### config.mk
export PLATFORM = sky130hd
export DESIGN_NAME = retire_rat
export DESIGN_NICKNAME = d
export VERILOG_FILES = /design/src/rtl/retire_rat.sv
export SDC_FILE = /design/constraint.sdc
export NUM_CORES = 1
export LEC_CHECK = 0
export CAP_MARGIN = 10
export CORE_ASPECT_RATIO = 0.7
export CORE_MARGIN = 3
export CORE_UTILIZATION = 52
export CTS_BUF_LIST = sky130_fd_sc_hd__clkbuf_8
export DETAILED_ROUTE_END_ITERATION = 10
export HOLD_SLACK_MARGIN = 0.08
export PLACE_DENSITY_LB_ADDON = 0.08
export RECOVER_POWER = 50
export SYNTH_ARGS = -nofsm -noshare
export SYNTH_HDL_FRONTEND = slang
export SYNTH_SLANG_ARGS = --single-unit
### constraint.sdc
create_clock -name clk -period 2.4 [get_ports clk]
set_clock_uncertainty 0.15 [all_clocks]
set_input_delay 0.48 -clock clk [delete_from_list [all_inputs] [get_ports clk]]
set_output_delay 0.48 -clock clk [all_outputs]
set_load 0.005 [all_outputs]
### src/rtl/retire_rat.sv
// Retirement register alias table: committed arch->phys map, stale phys reg
// return to the free list on commit, and a one-cycle map snapshot on flush.
module retire_rat #(
    parameter int unsigned ARF_DEPTH = 32,
    parameter int unsigned PRF_DEPTH = 64,
    parameter int unsigned ARF_IDX   = $clog2(ARF_DEPTH),
    parameter int unsigned PRF_IDX   = $clog2(PRF_DEPTH)
) (
    input  logic                         clk,
    input  logic                         rst,
    input  logic                         commit_valid,
    output logic                         commit_ready,
    input  logic                         commit_rd_we,
    input  logic [ARF_IDX-1:0]           commit_rd_arch,
    input  logic [PRF_IDX-1:0]           commit_pd,
    output logic                         fl_valid,
    output logic [PRF_IDX-1:0]           fl_stale_idx,
    input  logic                         flush,
    output logic                         restore_valid,
    output logic [ARF_DEPTH*PRF_IDX-1:0] restore_map,
    output logic [31:0]                  commit_count
);

    typedef enum logic {
        RUN,
        RESTORE
    } state_t;

    state_t               state_q, state_d;
    logic [PRF_IDX-1:0]   map_q [ARF_DEPTH];
    logic                 fl_valid_q, fl_valid_d;
    logic [PRF_IDX-1:0]   fl_stale_q, fl_stale_d;
    logic [31:0]          count_q, count_d;
    logic                 accept;
    logic                 do_write;

    // Next state, commit acceptance, and the registered free-list return.
    always_comb begin
        state_d    = state_q;
        accept     = 1'b0;
        do_write   = 1'b0;
        fl_valid_d = 1'b0;
        fl_stale_d = fl_stale_q;
        count_d    = count_q;
        case (state_q)
            RUN: begin
                accept = commit_valid;
                if (flush) begin
                    state_d = RESTORE;
                end
            end
            RESTORE: begin
                state_d = RUN;
            end
            default: begin
                state_d = RUN;
            end
        endcase
        if (accept) begin
            count_d = count_q + 32'd1;
            if (commit_rd_we && (commit_rd_arch != '0)) begin
                do_write   = 1'b1;
                fl_valid_d = 1'b1;
                // Stale index is read before the same-edge map write lands.
                fl_stale_d = map_q[commit_rd_arch];
            end
        end
    end

    // State, counter and free-list registers.
    always_ff @(posedge clk) begin
        if (rst) begin
            state_q    <= RUN;
            fl_valid_q <= 1'b0;
            fl_stale_q <= '0;
            count_q    <= '0;
        end else begin
            state_q    <= state_d;
            fl_valid_q <= fl_valid_d;
            fl_stale_q <= fl_stale_d;
            count_q    <= count_d;
        end
    end

    // Committed map: identity at reset, entry 0 is never written.
    always_ff @(posedge clk) begin
        if (rst) begin
            for (int unsigned i = 0; i < ARF_DEPTH; i++) begin
                map_q[i] <= PRF_IDX'(i);
            end
        end else if (do_write) begin
            map_q[commit_rd_arch] <= commit_pd;
        end
    end

    // Flatten the registered table onto the snapshot bus.
    always_comb begin
        restore_map = '0;
        for (int unsigned i = 0; i < ARF_DEPTH; i++) begin
            restore_map[i*PRF_IDX +: PRF_IDX] = map_q[i];
        end
    end

    // Output drive.
    always_comb begin
        commit_ready  = (state_q == RUN);
        restore_valid = (state_q == RESTORE);
        fl_valid      = fl_valid_q;
        fl_stale_idx  = fl_stale_q;
        commit_count  = count_q;
    end

endmodule

=== Word-level counts from Yosys, hierarchy flattened ===
Memories as Yosys holds them, arrays and structs flattened. A register that Yosys moved wholly into a read port is not among the register bits.
Index checks and enable logic that the tools add are counted.

* Multiply operators: 0
* Eq/ne operators: 0
* Reduce and logical (&&, ||, !) cells: 4
* Add/subtract/negate cells: 1
* Order comparisons: 0
* Multiplexer cells: 13
* Bitwise gates (word level): 1
* Div/mod/pow operators: 0
* Shift operators: 0

{| class="wikitable"
|+ Operators by type and width
! kind !! count
|-
| adder 32 x 1 -> 32 bit, second input constant || 1
|-
| two-way mux 1 bit || 10
|-
| two-way mux 6 bit || 1
|-
| OR reduction 6 bit || 1
|-
| two-way mux 5 bit || 1
|-
| nonzero test 5 bit || 1
|-
| one-hot mux 1 bit (2 select lines) || 1
|-
| AND reduction 2 bit || 1
|-
| logical AND 1 bit || 1
|-
| NOT 1 bit || 1
|}

* Bits in latches: 0
* Input bits: 16
* Memories: 1
* Bits in writable memories: 192
* Word-level logic and storage cells: 23
* Output and inout port bits: 233
* Bits in registers: 34
* Memory bits (read-only): 0

{| class="wikitable"
|+ Memory list
! name !! words !! bits a word !! rd ports !! clocked after Yosys merged registers in !! wr ports !! RTL line !! RTL
|-
| map_q || 32 || 6 || 33 || 1 || 32 || 30 || <nowiki>logic [PRF_IDX-1:0] map_q [ARF_DEPTH];</nowiki>
|}

=== Longest topological paths before layout ===
Gate-level depths: netlist of run 1.

* Depth after elaboration: 9
* Gate-level depth with buffers: 8
* Mapped depth without buffers: 6

=== Least setup slack after synthesis of run 1 ===
Ideal clock, no wire load.

* Kind: input port to flip-flop
* Start: in commit_rd_arch[1]
* End: mem map_q[13][0] (netlist bit) (enable)
* Library setup time: 0.303 ns
* Data required time: 1.947 ns
* Arrival: 1.767 ns
* Stages: 6
* Path buffers: 2
* Setup slack: 0.180 ns
* Cell sequence: buf_4 > nor4b_4 > nand2_2 > buf_2 > nor2_1 > or2_2

{| class="wikitable"
|+ RTL lines
! item !! RTL line !! RTL
|-
| start: declaration || 14 || <nowiki>input logic [ARF_IDX-1:0] commit_rd_arch,</nowiki>
|-
| end: declaration || 30 ||
|}

=== Final worst setup path of run 1 ===
* Start: in commit_rd_arch[3]
* End: reg fl_stale_q[0], in the netlist fl_stale_idx[0] (read register of map_q)

* Word-level cells in the longest chain between the ends: 3

{| class="wikitable"
|+ RTL lines
! item !! RTL line !! RTL
|-
| nonzero test 5 bit || 61 || <nowiki>if (commit_rd_we && (commit_rd_arch != '0)) begin</nowiki>
|-
| logical AND 1 bit || 61 ||
|-
| AND reduction 2 bit (no source line) || -- ||
|-
| end: declaration || 32 || <nowiki>logic [PRF_IDX-1:0] fl_stale_q, fl_stale_d;</nowiki>
|}

Parallel ways exist; a longest one is shown, timed or not.
A chain may end at the register's enable or synchronous reset.

==> impl_metrics.csv, run 1 <==
group,metric,value,unit
cells_and_area,nNetsFinal,1261,
clock_tree,cts_resized,0,
setup_path,cp-end-kind,"register",
sta,rsz0062_at_grt,"false",
detailed_routing,wl_met2,14500,um
synthesis,synth_edf_count,192,
pwr,max-vdd-ir-drop,0.348,mV
cells_and_area,layout-drive-gt1-share,14.8,%
cells_and_area,multi_input_area,0.00376,mm2
die,dieArea,0.0223,mm2
detailed_routing,top_layer,"met4",
clock_tree,post_cts_buffers,0,
clock_tree,clock_latency,520,ps
pwr,p_per_area,564,mW/mm2
setup_path,ff2ff_path_depth,6,
synthesis,syn_area,0.0107,mm2
place,dpl-instance-area,0.0143,mm2
detailed_routing,wl_met3,5600,um
cells_and_area,nFillCells,1448,
job,maxCapViolCount,0,
min_path,min_from,"commit_rd_arch[2]",
setup_path,crit_path_start_kind,"primary input",
sta,hold_viol_final,0,
pwr,p_sw,2.04,mW
detailed_routing,via_count,9191,
cells_and_area,design_area,0.0148,mm2
grt,antenna_found_initial,0,
detailed_routing,totalWireLength,35700,um
setup_path,critPathMaxStageDelay,510,ps
synthesis,async_flop_share,0,%
setup_path,crit_chain,"clkdlybuf4s50_1 > clkbuf_4 > nor2_1 > nand2_1 > o22ai_1 > nor4_1 > a311oi_1",
cells_and_area,seq_area,0.00657,mm2
setup_path,crit_family,"simple AND/OR/NAND/NOR gates",
setup_path,cpMaxStageDelayCell,"clkdlybuf4s50_1",
sta,setup_viol_count_final,0,
synthesis,synth_cell_types,44,
outcome,status,"finished clean",
setup_path,cp_data_required_time,2660,ps
min_path,whs_endpoint,"fl_stale_idx[3]",
die,row_count,43,
synthesis,syn_area_per_cell,11.9,um2
detailed_routing,drt_first_pass_iters,5,
synthesis,synth-seq-cells,232,
grt,grt_max_degree,55,
min_path,hold_depth,4,
clock_tree,cts.htree.levels,2,
setup_path,crit_arrival,2540,ps
place,gp_congestion,0.996,
setup_path,r2r_setup_slack,230,ps
pwr,intPower,6.28,mW
sta,maxSlewViolCount,0,
cells_and_area,fin_util,73.8,%
detailed_routing,drc,0,
sta,fmax,0.438,GHz
place,io_buffers,248,
cells_and_area,diodes,0,
min_path,hold_class,"in -> reg",
synthesis,ys_warn_count,0,
detailed_routing,ant_nets,0,
clock_tree,cts_tree,"done",
clock_tree,clock-sinks,232,
setup_path,critPathKind,"in -> reg",
sta,period_needed,2280,ps
detailed_routing,wl_per_cell,23.2,um
detailed_routing,dr.first_iter.drc_count,1128,
grt,grt_use_total,31.6,%
clock_tree,ctsHoldBuffers,0,
detailed_routing,viasPerCell,5.98,
die,die_h,126,um
pwr,swShare,24.5,%
setup_path,rr_endpoint,"map_q[7][0]",
setup_path,cp_max_fo,7,
sta,fin_crit_sh,95.0,%
detailed_routing,wl_met1,14700,um
pwr,p_comb_share,10.3,%
place,post-place-ws,-381,ps
setup_path,r2r-start,"restore_valid",
clock_tree,root_buffer,"clkbuf_8",
sta,max-slew-margin-rel,20.5,%
pwr,p_seq_share,54.3,%
synthesis,synth_flop_cell,"edfxtp_1",
grt,grt_overflow,0,
pwr,clockPowerShare,35.4,%
pwr,leakagePower,5.17,nW
sta,setup_ws,119,ps
die,coreArea,0.0200,mm2
grt,grt_pass1_wl,52700,um
cells_and_area,area_growth,38.1,%
clock_tree,cts_buffers,37,
die,die_width,177,um
clock_tree,clk_path_buf_depth,3,
synthesis,ys_seq_area_share,61.4,%
clock_tree,clk_pin_slew,60,ps
die,initial_core_util,53.4,%
place,dp_hpwl,26400,um
setup_path,worst-path-buf-inv,2,
sta,worst_slew_pin_slew,1190,ps
synthesis,syn_inst,900,
die,io_pins,249,
grt,grt_pass1_vias,8603,
[worst min-delay path: stages]
cell      delay (ps)
buf_2            210
nor2b_1           90
nand2_1           60
a311oi_1          80
[layer usage]
metal | up-vias | GRT usage, %
met1 | 4390 | 47.6
met3 | 78 | 11.1
li1 | 4023 | -
met4 | 0 | 8.58
met5 | - | 0
met2 | 700 | 43.7
[cell usage in the layout, fill, tap and decap left out, drive strengths merged, types with 36 or more instances in the layout]
cell / count
nor2: 86
dlygate4sd3: 143
clkbuf: 84
mux2i: 78
nor3: 81
nand3: 39
edfxtp: 192
dfxtp: 40
buf: 84
clkdlybuf4s50: 102
nand2: 89
o22ai: 36
[Yosys cell counts (2+ instances only)]
master | number | area (um2)
or4_4 | 2 | 22.5
o22ai_1 | 36 | 225
nand3_1 | 39 | 195
and3_1 | 7 | 43.8
dfxtp_1 | 40 | 801
mux2i_1 | 78 | 781
and4_1 | 6 | 52.6
buf_2 | 13 | 65.1
a22oi_1 | 2 | 15.0
buf_4 | 9 | 67.6
clkbuf_1 | 45 | 169
and2_1 | 5 | 31.3
or2_2 | 23 | 144
xor2_1 | 15 | 131
o221ai_1 | 2 | 17.5
nor4_2 | 7 | 87.6
nor2b_1 | 6 | 37.5
or3_1 | 10 | 62.6
nand2_2 | 2 | 12.5
nor3_1 | 81 | 405
nand2_1 | 87 | 327
xnor2_1 | 16 | 140
nor4_1 | 23 | 144
nand4_1 | 11 | 68.8
mux4_2 | 9 | 203
nor2_1 | 86 | 323
nand2b_1 | 12 | 75.1
a311oi_1 | 6 | 52.6
buf_1 | 6 | 22.5
edfxtp_1 | 192 | 5770
inv_1 | 10 | 37.5
buf_6 | 2 | 22.5
[cell type report]
| type | count | area share, % |
|---|---|---|
| Multi-Input combinational cell | 588 | 25.4 |
| Sequential cell | 232 | 44.5 |
| Timing Repair Buffer | 375 | 23.4 |
| Clock inverter | 24 | 0.636 |
| Clock buffer | 38 | 3.54 |
| Tap cell | 270 | 2.29 |
| Inverter | 10 | 0.254 |
[metrics by stage]
stage,hold WS (ps),cells,total power [mW],TNS (ps)
3_3_place_gp,328,1475,5.47,-39530
2_1_floorplan,331,905,4.97,0
6_report,294,1537,8.32,0
4_1_cts,241,1537,8.38,0
5_1_grt,327,1537,8.58,0
3_5_place_dp,339,1475,5.48,-54310
[power by group through the flow]
stage / Clock, mW / Combinational (mW) / Sequential, mW
global placement: 0 / 0.862 / 4.60
detailed placement: 0 / 0.876 / 4.61
CTS: 2.97 / 0.879 / 4.52
floorplan: 0 / 0.387 / 4.59
global route: 3.15 / 0.900 / 4.53
finish: 2.95 / 0.856 / 4.52
[flip-flops by register name, summed over array words and instances (netlist names)]
register	cells
map_q	192
restore_valid	1
commit_count	32
fl_valid	1
fl_stale_idx	6
[cell families (layout without fill, tap and decap cells)]
group / count (synthesis) / count (layout) / share of synthesized area (%)
AOI/OAI and AO/OA: 50 / 50 / 3.33
xor gates and xnor gates: 31 / 31 / 2.54
adders and majority gates: 1 / 1 / 0.117
buffers and inverters: 85 / 447 / 3.59
DFF: 232 / 232 / 61.4
muxes: 87 / 87 / 9.20
other: 1 / 6 / 0.0351
and+or+nand+nor: 413 / 413 / 19.8
[how the worst max path moves through the flow]
| stage | startpoint | to | slack [ps] | cells after the start |
|---|---|---|---|---|
| after floorplan | commit_rd_arch[1] | map_q[13][0] | 180 | 6 |
| after global placement | commit_valid | map_q[8][0] | -310 | 6 |
| after detailed placement | commit_valid | map_q[8][5] | -380 | 6 |
| after CTS | commit_valid | map_q[8][0] | 160 | 6 |
| after global routing | commit_valid | map_q[24][1] | 20 | 6 |
| final | commit_rd_arch[3] | fl_stale_idx[0] | 120 | 7 |
Power figures use the tool's default switching activity.
==> run 2: changes to the inputs <==
--- a/config.mk
+++ b/config.mk
@@ -11,9 +11,8 @@
 export CORE_UTILIZATION = 52
 export CTS_BUF_LIST = sky130_fd_sc_hd__clkbuf_8
 export DETAILED_ROUTE_END_ITERATION = 10
-export HOLD_SLACK_MARGIN = 0.08
 export PLACE_DENSITY_LB_ADDON = 0.08
-export RECOVER_POWER = 50
+export RECOVER_POWER = 100
 export SYNTH_ARGS = -nofsm -noshare
 export SYNTH_HDL_FRONTEND = slang
 export SYNTH_SLANG_ARGS = --single-unit
==> impl_metrics.csv, run 2 (same netlist as run 1, synthesis figures left out) <==
group,metric,value,unit
outcome,status,"finished clean",
grt,grt_pass1_wl,52700,um
die,dieArea,0.0223,mm2
die,coreArea,0.0200,mm2
clock_tree,clk_pin_slew,60,ps
place,post-place-ws,-381,ps
cells_and_area,largest_register_ffs,192,
pwr,p_sw,2.04,mW
place,io_buffers,248,
cells_and_area,final_common_cell,"dlygate4sd3_1",
setup_path,crit_arrival,2330,ps
die,die_width,177,um
sta,max-slew-margin-rel,20.2,%
setup_path,cp_data_required_time,2420,ps
detailed_routing,drt_first_pass_iters,5,
detailed_routing,totalWireLength,35600,um
sta,holdWs,290,ps
sta,hold_viol_final,0,
detailed_routing,wl_met1,14600,um
sta,period_needed,2320,ps
detailed_routing,via_count,9146,
cells_and_area,layout_common_cells,"dlygate4sd3_1 (233), edfxtp_1 (192), nand2_1 (87), nor2_1 (86), nor3_1 (80)",
clock_tree,clock-sinks,232,
sta,rsz0062_at_grt,"false",
setup_path,cp-end-kind,"register",
detailed_routing,wl_per_cell,23.1,um
sta,fmax,0.432,GHz
place,gp_congestion,0.996,
min_path,hold_class,"in -> reg",
grt,antenna_found_initial,0,
cells_and_area,area_growth,37.7,%
clock_tree,ctsHoldBuffers,0,
pwr,swShare,24.6,%
job,maxCapViolCount,0,
setup_path,cp_max_fo,12,
clock_tree,clk_path_buf_depth,3,
cells_and_area,layout-drive-gt1-share,13.6,%
sta,maxSlewViolCount,0,
pwr,p_comb_share,10.1,%
clock_tree,clock_latency,510,ps
place,numPlacedInstances,1475,
clock_tree,root_buffer,"clkbuf_8",
pwr,intPower,6.27,mW
grt,grt_overflow,0,
die,initial_core_util,53.4,%
pwr,p_seq_share,54.4,%
place,dp_hpwl,26400,um
pwr,leakagePower,5.19,nW
detailed_routing,viasPerCell,5.95,
sta,worst_slew_pin_slew,1200,ps
detailed_routing,top_layer,"met4",
detailed_routing,dr.first_iter.drc_count,1170,
grt,grt_max_degree,55,
detailed_routing,ant_nets,0,
sta,setup_ws,83.8,ps
detailed_routing,drc,0,
setup_path,crit_path_start_kind,"primary input",
cells_and_area,regMostFlops,"map_q",
cells_and_area,nNetsFinal,1261,
setup_path,critPathKind,"in -> reg",
cells_and_area,diodes,0,
clock_tree,cts.htree.levels,2,
die,row_count,43,
clock_tree,cts_tree,"done",
pwr,clockPowerShare,35.5,%
sta,setup_viol_count_final,0,
detailed_routing,wl_met2,14500,um
grt,grt_pass1_vias,8603,
cells_and_area,fin_cells,1537,
sta,fin_crit_sh,96.5,%
die,io_pins,249,
detailed_routing,wl_met3,5480,um
pwr,p_per_area,565,mW/mm2
pwr,max-vdd-ir-drop,0.351,mV
die,die_h,126,um
clock_tree,cts_buffers,37,
grt,grt_use_total,31.6,%
-- run 2: cell types whose count changed in the layout (fill, tap and decap cells not counted) --
cell / previous run / this run
buf_4: 71 / 61
clkbuf_4: 11 / 15
clkbuf_1: 32 / 38
or2_2: 23 / 18
nor4_1: 23 / 26
or2_0: 0 / 5
or4_1: 1 / 2
dlygate4sd3_1: 143 / 233
nor4_2: 7 / 4
clkdlybuf4s50_1: 102 / 12
or4_4: 1 / 0
-- run 2: routing by layer --
metal,GRT usage [%],vias to the layer above
met5,0,-
met2,43.7,689
li1,-,4016
met3,11.1,84
met4,8.58,0
met1,47.6,4357
-- run 2: path summary, 6_finish.rpt --
kind / slack [ps] / start / cells past startpoint / end
min reg2reg: 350 / commit_count[1] / 2 / commit_count[1]
max: 80 / commit_valid / 7 / map_q[13][0]
max reg2reg: 140 / restore_valid / 6 / map_q[13][0]
min: 290 / commit_rd_arch[2] / 4 / fl_stale_idx[3]
-- run 2: power groups by stage --
| stage | Combinational [mW] | Sequential [mW] | Clock (mW) |
|---|---|---|---|
| 5_1_grt | 0.885 | 4.53 | 3.15 |
| 2_1_floorplan | 0.387 | 4.59 | 0 |
| 6_report | 0.841 | 4.52 | 2.95 |
| 4_1_cts | 0.879 | 4.52 | 2.97 |
| 3_3_place_gp | 0.862 | 4.60 | 0 |
| 3_5_place_dp | 0.876 | 4.61 | 0 |
-- run 2: timing repair --
item                                    4_1_cts  5_1_grt
buffers inserted                              0        0
endpoints found under the setup margin        0        6
gates resized for setup                       0        1
-- run 2: critical path, stage by stage --
cell and delay, ps:
clkdlybuf4s50_1 560, nand2b_2 110, nor4b_4 370, nand2_2 120, buf_12 170, nor2_1 140, or2_0 380
-- run 2: layout make-up --
type	count	area, um2
Tap cell	270	338
Timing Repair Buffer	375	3430
Clock inverter	24	93.8
Fill cell	1455	5300
Sequential cell	232	6570
Clock buffer	38	523
Inverter	10	37.5
Multi-Input combinational cell	588	3730
-- run 2: metrics by stage --
step / power (mW) / utilization [%] / setup TNS (ps) / area (um2)
2_1_floorplan: 4.97 / - / 0 / 10700
3_3_place_gp: 5.47 / 71.3 / -39530 / 14300
3_5_place_dp: 5.48 / 71.3 / -54310 / 14300
4_1_cts: 8.38 / 74.4 / 0 / 14900
5_1_grt: 8.57 / 73.5 / 0 / 14700
6_report: 8.31 / 73.5 / 0 / 14700
==> run 3: changes to the inputs <==
--- a/config.mk
+++ b/config.mk
@@ -11,7 +11,7 @@
 export CORE_UTILIZATION = 52
 export CTS_BUF_LIST = sky130_fd_sc_hd__clkbuf_8
 export DETAILED_ROUTE_END_ITERATION = 10
-export PLACE_DENSITY_LB_ADDON = 0.08
+export PLACE_DENSITY_LB_ADDON = 0.25
 export RECOVER_POWER = 100
 export SYNTH_ARGS = -nofsm -noshare
 export SYNTH_HDL_FRONTEND = slang
==> impl_metrics.csv, run 3 (same netlist as run 1, synthesis figures left out) <==
group,metric,value,unit
grt,grt_use_total,31.1,%
sta,fmax,0.415,GHz
cells_and_area,largest_register_ffs,192,
detailed_routing,wl_per_cell,22.9,um
clock_tree,clock_latency,540,ps
grt,grt_max_degree,52,
setup_path,r2r_setup_slack,170,ps
setup_path,cp_max_fo,8,
outcome,violations,"setup timing",
cells_and_area,area_growth,38.4,%
die,dieArea,0.0223,mm2
pwr,finalPower,8.54,mW
clock_tree,cts_tree,"done",
place,post-place-ws,-424,ps
pwr,clockPowerShare,37.2,%
min_path,hold_class,"in -> reg",
place,numPlacedInstances,1484,
die,die_h,126,um
pwr,p_sw,2.12,mW
place,gp_congestion,0.972,
clock_tree,cts_resized,0,
pwr,p_comb_share,9.9,%
die,row_count,43,
setup_path,critPathMaxStageDelay,640,ps
clock_tree,clk_path_buf_depth,3,
clock_tree,post_cts_buffers,0,
setup_path,crit_path_start_kind,"primary input",
pwr,p_per_area,577,mW/mm2
clock_tree,clock-sinks,232,
pwr,max-vdd-ir-drop,0.408,mV
pwr,swShare,24.8,%
die,io_pins,249,
detailed_routing,drt_first_pass_iters,5,
sta,setup_viol_count_final,1,
setup_path,cp-end-kind,"register",
die,coreArea,0.0200,mm2
cells_and_area,nNetsFinal,1270,
detailed_routing,drc,0,
clock_tree,clk_pin_slew,60,ps
setup_path,cp_data_required_time,2670,ps
die,die_width,177,um
clock_tree,cts.htree.levels,2,
sta,max-slew-margin-rel,22.8,%
cells_and_area,layout_common_cells,"dlygate4sd3_1 (234), edfxtp_1 (192), nand2_1 (88), nor2_1 (86), nor3_1 (80)",
sta,worst_slew_pin_slew,1160,ps
clock_tree,root_buffer,"clkbuf_8",
grt,grt_pass1_vias,8727,
detailed_routing,via_count,9163,
job,maxCapViolCount,0,
pwr,intPower,6.42,mW
setup_path,crit_chain,"dlygate4sd3_1 > nor2b_1 > clkbuf_1 > nand2_1 > o22ai_1 > buf_4 > nor4_1 > a311oi_1",
detailed_routing,ant_nets,0,
cells_and_area,diodes,0,
sta,rsz0062_at_grt,"false",
cells_and_area,final_common_cell,"dlygate4sd3_1",
grt,grt_pass1_wl,52200,um
sta,maxSlewViolCount,0,
cells_and_area,layout-drive-gt1-share,14.5,%
sta,fin_crit_sh,100,%
detailed_routing,dr.first_iter.drc_count,1220,
cells_and_area,fin_cells,1552,
sta,period_needed,2410,ps
clock_tree,ctsHoldBuffers,0,
cells_and_area,design_area,0.0148,mm2
pwr,p_seq_share,52.9,%
clock_tree,cts_buffers,37,
grt,grt_overflow,0,
setup_path,crit_arrival,2680,ps
place,dpl-instance-area,0.0143,mm2
setup_path,critPathKind,"in -> reg",
grt,antenna_found_initial,1,
detailed_routing,viasPerCell,5.90,
sta,hold_viol_final,0,
place,io_buffers,248,
detailed_routing,totalWireLength,35500,um
place,dp_hpwl,26200,um
die,initial_core_util,53.4,%
setup_path,cpMaxStageDelayCell,"dlygate4sd3_1",
pwr,leakagePower,5.27,nW
cells_and_area,regMostFlops,"map_q",
sta,setup_ws,-8.07,ps
outcome,status,"finished with violations",
## run 3: cell count changes in the layout (fill, tap and decap cells not counted), moves of 3 or more
cell      delta
clkbuf_4     +8
clkinv_1     -7
inv_1        +7
or2_0        -5
or2_2        +5
clkbuf_8     +4
nor4_1       +3
nor4_2       -3
## run 3: metrics by stage
stage	utilization [%]	hold WS, ps	TNS, ps
6_report	73.9	312	-8.07
5_1_grt	73.9	381	0
4_1_cts	75.0	219	0
3_5_place_dp	71.6	358	-66410
3_3_place_gp	71.6	345	-47770
2_1_floorplan	-	331	0
## run 3: final timing paths
kind,startpoint,endpoint,cells after the start
hold / removal,rst,restore_valid,3
setup reg to reg,restore_valid,commit_count[31],6
setup / recovery,commit_rd_arch[3],fl_stale_idx[4],8
hold reg to reg,commit_count[1],commit_count[1],2
## run 3: layer usage
metal,wire length [um],global-route usage [%]
met5,10,1.10
met4,857,9.14
met3,4670,9.01
met2,16000,47.5
met1,14000,43.5
## run 3: final cells by class
cell class / count / area, um2
timing repair buffer: 384 / 3460
fill: 1432 / 5220
tap: 270 / 338
inverter: 10 / 37.5
clock buffer: 42 / 578
sequential: 232 / 6570
clock inverter: 26 / 109
multi-input combinational: 588 / 3710
## run 3: power by group through the flow
stage | registers (mW) | logic [mW] | clock network, mW
floorplan | 4.59 | 0.387 | 0
global placement | 4.61 | 0.866 | 0
detailed placement | 4.61 | 0.878 | 0
CTS | 4.52 | 0.882 | 3.19
global route | 4.53 | 0.884 | 3.38
finish | 4.52 | 0.843 | 3.17
## run 3: worst max-delay path, delay by kind of cell
family,cells,cell delay (ps)
AOI/OAI and AO/OA,2,640
buffers and inverters,3,1040
and+or+nand+nor,3,500
